<file path="src/rtl/wb_regfile_reader.sv">
// wb_regfile_reader: writeback-to-decode register bank with a pending-write
// scoreboard and two registered read ports (one-cycle latency, rd_valid).
// Optional feature macro: WB_BYPASS_EN
//   defined   -> same-cycle WB write is forwarded to an accepted read, and a
//                register whose last pending write lands this cycle is not busy.
//   undefined -> reads see the old value; busy is simply pend[r] != 0.
module wb_regfile_reader #(
    parameter int unsigned DATA_W = 32,
    parameter int unsigned ADDR_W = 5,
    parameter int unsigned PEND_W = 2
) (
    input  logic              clock,
    input  logic              reset,
    input  logic              wb_reg_write,
    input  logic [ADDR_W-1:0] wb_rd,
    input  logic [DATA_W-1:0] wb_data,
    input  logic              id_req,
    input  logic [ADDR_W-1:0] id_rs1,
    input  logic [ADDR_W-1:0] id_rs2,
    input  logic              id_mark,
    input  logic [ADDR_W-1:0] id_rd,
    output logic              id_stall,
    output logic [DATA_W-1:0] rs1_data,
    output logic [DATA_W-1:0] rs2_data,
    output logic              rd_valid
);

    localparam int unsigned       NREG     = 2**ADDR_W;
    localparam logic [PEND_W-1:0] PEND_MAX = '1;
    localparam logic [PEND_W-1:0] PEND_ONE = PEND_W'(1);

    logic [DATA_W-1:0] regs      [NREG];
    logic [PEND_W-1:0] pend      [NREG];
    logic [PEND_W-1:0] pend_next [NREG];

    logic              wr_en;
    logic              busy_rs1;
    logic              busy_rs2;
    logic              mark_sat;
    logic              accept;
    logic              mark_ok;
    logic [DATA_W-1:0] rd1_val;
    logic [DATA_W-1:0] rd2_val;

    // x0 is never written, so regs[0] stays at its reset value of zero
    assign wr_en = wb_reg_write && (wb_rd != '0);

    // Scoreboard busy check for both source operands
    always_comb begin
        busy_rs1 = (id_rs1 != '0) && (pend[id_rs1] != '0);
        busy_rs2 = (id_rs2 != '0) && (pend[id_rs2] != '0);
`ifdef WB_BYPASS_EN
        if (wr_en && (wb_rd == id_rs1) && (pend[id_rs1] == PEND_ONE)) busy_rs1 = 1'b0;
        if (wr_en && (wb_rd == id_rs2) && (pend[id_rs2] == PEND_ONE)) busy_rs2 = 1'b0;
`endif
    end

    // A mark into a saturated counter must wait, it cannot be recorded
    assign mark_sat = id_mark && (id_rd != '0) && (pend[id_rd] == PEND_MAX);
    assign id_stall = id_req && (busy_rs1 || busy_rs2 || mark_sat);
    assign accept   = id_req && !id_stall;
    assign mark_ok  = accept && id_mark && (id_rd != '0);

    // Operand selection, optionally forwarding the WB write in flight
    always_comb begin
        rd1_val = regs[id_rs1];
        rd2_val = regs[id_rs2];
`ifdef WB_BYPASS_EN
        if (wr_en && (wb_rd == id_rs1)) rd1_val = wb_data;
        if (wr_en && (wb_rd == id_rs2)) rd2_val = wb_data;
`endif
    end

    // Pending-counter update: mark increments, WB write decrements (no
    // underflow); a mark and a write to the same index leave it unchanged
    always_comb begin
        for (int unsigned i = 0; i < NREG; i++) begin
            pend_next[i] = pend[i];
            if (mark_ok && (id_rd == ADDR_W'(i)) &&
                !(wr_en && (wb_rd == ADDR_W'(i)))) begin
                pend_next[i] = pend[i] + PEND_ONE;
            end else if (wr_en && (wb_rd == ADDR_W'(i)) &&
                         !(mark_ok && (id_rd == ADDR_W'(i))) &&
                         (pend[i] != '0)) begin
                pend_next[i] = pend[i] - PEND_ONE;
            end
        end
    end

    // Register bank, scoreboard and read-port state
    always_ff @(posedge clock) begin
        if (reset) begin
            for (int unsigned i = 0; i < NREG; i++) begin
                regs[i] <= '0;
                pend[i] <= '0;
            end
            rs1_data <= '0;
            rs2_data <= '0;
            rd_valid <= 1'b0;
        end else begin
            if (wr_en) regs[wb_rd] <= wb_data;
            for (int unsigned i = 0; i < NREG; i++) begin
                pend[i] <= pend_next[i];
            end
            rd_valid <= accept;
            if (accept) begin
                rs1_data <= rd1_val;
                rs2_data <= rd2_val;
            end
        end
    end

endmodule

</file>
<file path="config.mk">
export PLATFORM = sky130hd
export DESIGN_NAME = wb_regfile_reader
export DESIGN_NICKNAME = d
export VERILOG_FILES = /design/src/rtl/wb_regfile_reader.sv
export SDC_FILE = /design/constraint.sdc
export NUM_CORES = 2
export LEC_CHECK = 0
export CAP_MARGIN = 20
export CORE_MARGIN = 10
export CORE_UTILIZATION = 59
export CTS_CLUSTER_SIZE = 24
export DETAILED_ROUTE_END_ITERATION = 6
export PLACE_DENSITY = 0.83
export SYNTH_ARGS = -nofsm -noshare
export SYNTH_HDL_FRONTEND = slang
export SYNTH_SLANG_ARGS = --single-unit
</file>
<file path="constraint.sdc">
create_clock -name clock -period 4.6 [get_ports clock]
set_input_delay 0.92 -clock clock [delete_from_list [all_inputs] [get_ports clock]]
set_output_delay 0.92 -clock clock [all_outputs]
set_load 0.02 [all_outputs]
</file>
==> tab_implementation.tex <==
\begin{tabular}{lr}
\hline
Metric & Value \\
\hline
\multicolumn{2}{l}{\textbf{Floorplanning}} \\
Die Width & about 350 um \\
Die H & roughly 350 um \\
Die Footprint & around 120000 sq um \\
I/O pin count & 123 \\
Core region area & roughly 110000 sq um \\
Number of placement rows & roughly 120 \\
Starting density of the core & 0.593 \\
\multicolumn{2}{l}{\textbf{Cells and area}} \\
Fraction of final layout cells sized beyond drive strength 1 & 0.143 \\
Nets & a little over 5000 \\
FILL cells & 7209 \\
Cell Count, Final, Fillers Out & 6549 \\
Area growth from synthesis to layout & 12.0\% \\
Fin area & about 70000 sq um \\
\multicolumn{2}{l}{\textbf{Synth}} \\
Flop and latch count out of synthesis & approximately 1200 \\
Cell area after synthesis & 62300 sq um \\
Yosys top cell by area & edfxtp\_1 \\
Post-Synthesis Mean Instance Area & 12.2 sq um \\
Sequential element share of the synthesized area & 0.535 \\
Number of warnings reported in the yosys synthesis log & 0 \\
Number of distinct library cells after synthesis & 60 \\
Most used DFF post-synth & edfxtp\_1 \\
Post-Synthesis Cells & 5111 \\
Number of synthesized flops with an enable pin & roughly 1000 \\
Area share of the largest cell type after synthesis & 0.493 \\
Biggest area contributors in the synthesized netlist & edfxtp\_1, mux4\_2, and2\_1 \\
Share of synthesized registers carrying an async set or reset & 0 \\
\multicolumn{2}{l}{\textbf{Power}} \\
Cell leakage power & roughly 25 nW \\
Maximum vdd ir drop & roughly 0.34 mV \\
P per Cell Area & roughly 360 nW/um\^{}2 \\
\multicolumn{2}{l}{\textbf{Clock network}} \\
Hold\_buf cts & 0 \\
CTS Buf Count & $\sim$120 \\
Clock tree from TritonCTS & done \\
Number of post-CTS setup repair buffers & 0 \\
Later-pin clock latency in the skew report & approximately 0.74 ns \\
Worst-case clock buffer depth & 3 \\
CTS H-Tree Depth & 3 \\
Sinks on the clock net & about 1200 \\
Clock transition at path regs & roughly 0.060 ns \\
Total of cells resized after clock tree synthesis & 0 \\
Root Buffer & clkbuf\_16 \\
\multicolumn{2}{l}{\textbf{GRT}} \\
Wire length of the first global-routing pass & 319000 um \\
Met3 Resource Use GR & 0.129 \\
Total grt overflow & 0 \\
Met1 Resource Use GR & 0.433 \\
Busiest layer in global routing & met2 \\
Initial antenna violation count & 24 \\
Met2 Resource Use GR & 0.547 \\
Vias in the first global route & 47806 \\
Pin count of the biggest net entering global routing & 191 \\
Total track usage & 0.360 \\
\multicolumn{2}{l}{\textbf{Job}} \\
Max-cap violation count & 0 \\
\multicolumn{2}{l}{\textbf{STA}} \\
Top achievable clock speed & $\sim$230 MHz \\
Final number of hold-violating endpoints & 0 \\
Setup repair after global routing missed its margin & false \\
Final-report max-slew violation count & 0 \\
Final setup violating endpoints & 0 \\
Tightest slew margin relative to the limit & 0.164 \\
Final critical delay including setup and external delays & around 4.4 ns \\
Worst Max-Slew Pin Slew & 1.25 ns \\
Layout Skew & approximately 0.035 ns \\
Total negative slack & 0 ns \\
Part of the cycle the worst path needs & 0.959 \\
\multicolumn{2}{l}{\textbf{Routing}} \\
Total Routed Length & between 200000 and 250000 um \\
Total iterations of the first detailed-routing run & 7 \\
Number of DRC markers after the initial detailed-route iteration & $\sim$9000 \\
Final antenna-violating net count & 0 \\
Total number of vias & about 49000 \\
DRC viols & 0 \\
Average wire per cell in the routed design & between 30 and 40 um \\
Vias per std cell & roughly 7.5 \\
\multicolumn{2}{l}{\textbf{Place}} \\
Port buffer count & $\sim$120 \\
Standard cell area after detailed placement & 65800 sq um \\
Post-detail-place hpwl & 128000 um \\
Placed instance count & approximately 6300 \\
GP Congestion & 0.998 \\
\multicolumn{2}{l}{\textbf{Critical path}} \\
CP Capture Type & output port \\
Type of the worst setup path & in -> out \\
Crit path DAT & between 3 and 4 ns \\
Crit Path Max Fanout & 5 \\
Required time of the critical path & about 3.7 ns \\
Setup crit start kind & primary input \\
\multicolumn{2}{l}{\textbf{Run status}} \\
Result of the run & completed \\
\multicolumn{2}{l}{\textbf{Worst hold path}} \\
Path type of the worst min-delay path & reg -> reg \\
\hline
\end{tabular}
cells in the mapped netlist (3+ instances only):
cell,instances
edfxtp_1,1024
and2_1,897
mux2i_1,513
clkbuf_1,396
nand2_1,271
mux4_2,263
a22oi_1,256
a21oi_1,203
nand3_1,195
nand4_1,140
nor2_1,131
dfxtp_1,129
and3_1,118
buf_2,80
nor3_1,66
o31ai_1,65
buf_1,46
o2111ai_1,31
a32o_1,29
a31oi_1,27
inv_1,24
nor4_1,20
a211oi_1,18
nand4b_1,17
o211ai_1,17
a311oi_1,15
o21ai_0,12
a41oi_1,11
o32ai_1,11
or4_1,11
buf_6,9
nor2b_1,9
nand2b_1,8
or3_1,5
nor3b_1,4
or2_2,4
a2111oi_0,3
a311o_1,3
nor4b_1,3
o2bb2ai_1,3
sequential cells by signal, indices dropped and copies added (netlist names):
register  count
rs2_data     32
pend         64
regs       1024
rs1_data     32
rd_valid      1
cell families after synthesis:
logic type	Yosys count	share of synthesized area
AOI/OAI and AO/OA	710	0.0793
DFF	1153	0.535
buffers and inverters	560	0.0365
and+or+nand+nor	1909	0.172
other	1	0.0000601
muxes	778	0.178
area by class of cell:
class                      count  area, sq um  area share
antenna                       21         52.6    0.000752
clock buffer                 141         3080      0.0440
clock inverter                80          905      0.0129
inverter                      27          106     0.00152
multi-input combinational   3429        27200       0.389
sequential                  1153        33300       0.477
tap                         1391         1740      0.0249
timing repair buffer         307         3440      0.0493
layout by cell type, fill, tap and decap left out, drive strengths merged, types with 12 or more instances in the layout:
cell type,n
a31oi,27
o2111ai,31
o211ai,17
clkbuf,142
inv,31
a21oi,203
o21ai,12
and2,898
clkdlybuf4s50,117
bufinv,16
nand3,195
dfxtp,129
a32o,29
edfxtp,1024
clkinvlp,14
mux4,263
a22oi,256
nor2,132
and3,118
conb,32
nand2,271
nand4,140
buf,189
nand4b,17
diode,21
a311oi,15
nor3,67
o31ai,65
mux2i,513
a211oi,18
nor4,22
clkinv,46
per-stage QoR:
step	total power [mW]	hold WS (ns)	setup WS, ns	util
after floorplan	14.3	0.416	0.540	-
after global routing	25.9	0.466	0.0855	0.664
final	25.4	0.444	0.186	0.665
after global placement	15.4	0.437	0.210	0.625
after detailed placement	15.5	0.432	0.194	0.625
after CTS	25.2	0.442	0.197	0.663
worst max-delay path, stage by stage:
cell and delay, ns:
clkdlybuf4s50_1 0.48, clkinv_1 0.19, mux4_2 0.32, mux2_2 0.28
mux2i_1 0.19, buf_4 0.17, a32oi_4 0.06, a31oi_1 0.23
clkdlybuf4s50_1 0.64
power breakdown:
group | switching, mW | total, mW | internal (mW) | leakage [nW]
clock | 4.25 | 9.93 | 5.68 | 1.91
combinational | 2.06 | 3.21 | 1.15 | 12.4
sequential | 0.333 | 12.3 | 12.0 | 10.8
total | 6.64 | 25.4 | 18.8 | 25.2
worst paths after layout:
check                                              start                        end  slack (ns)  cells after the start
worst min-delay path             pend[0][0]$_SDFFE_PP0P_    pend[0][0]$_SDFFE_PP0P_        0.44                      2
worst max-delay path                           id_rs1[2]                   id_stall        0.19                      9
worst max register to register  pend[25][0]$_SDFFE_PP0P_  rs2_data[17]$_SDFFE_PP0N_        1.01                      9
worst min register to register   pend[0][0]$_SDFFE_PP0P_    pend[0][0]$_SDFFE_PP0P_        0.44                      2
metal layers:
metal | share of wire | up-vias
met5 | 0.00051 | -
met4 | 0.076 | 7
met3 | 0.16 | 1244
met2 | 0.44 | 5018
met1 | 0.32 | 23880
li1 | - | 19293
Note: power is estimated with default switching activity, not from simulation.
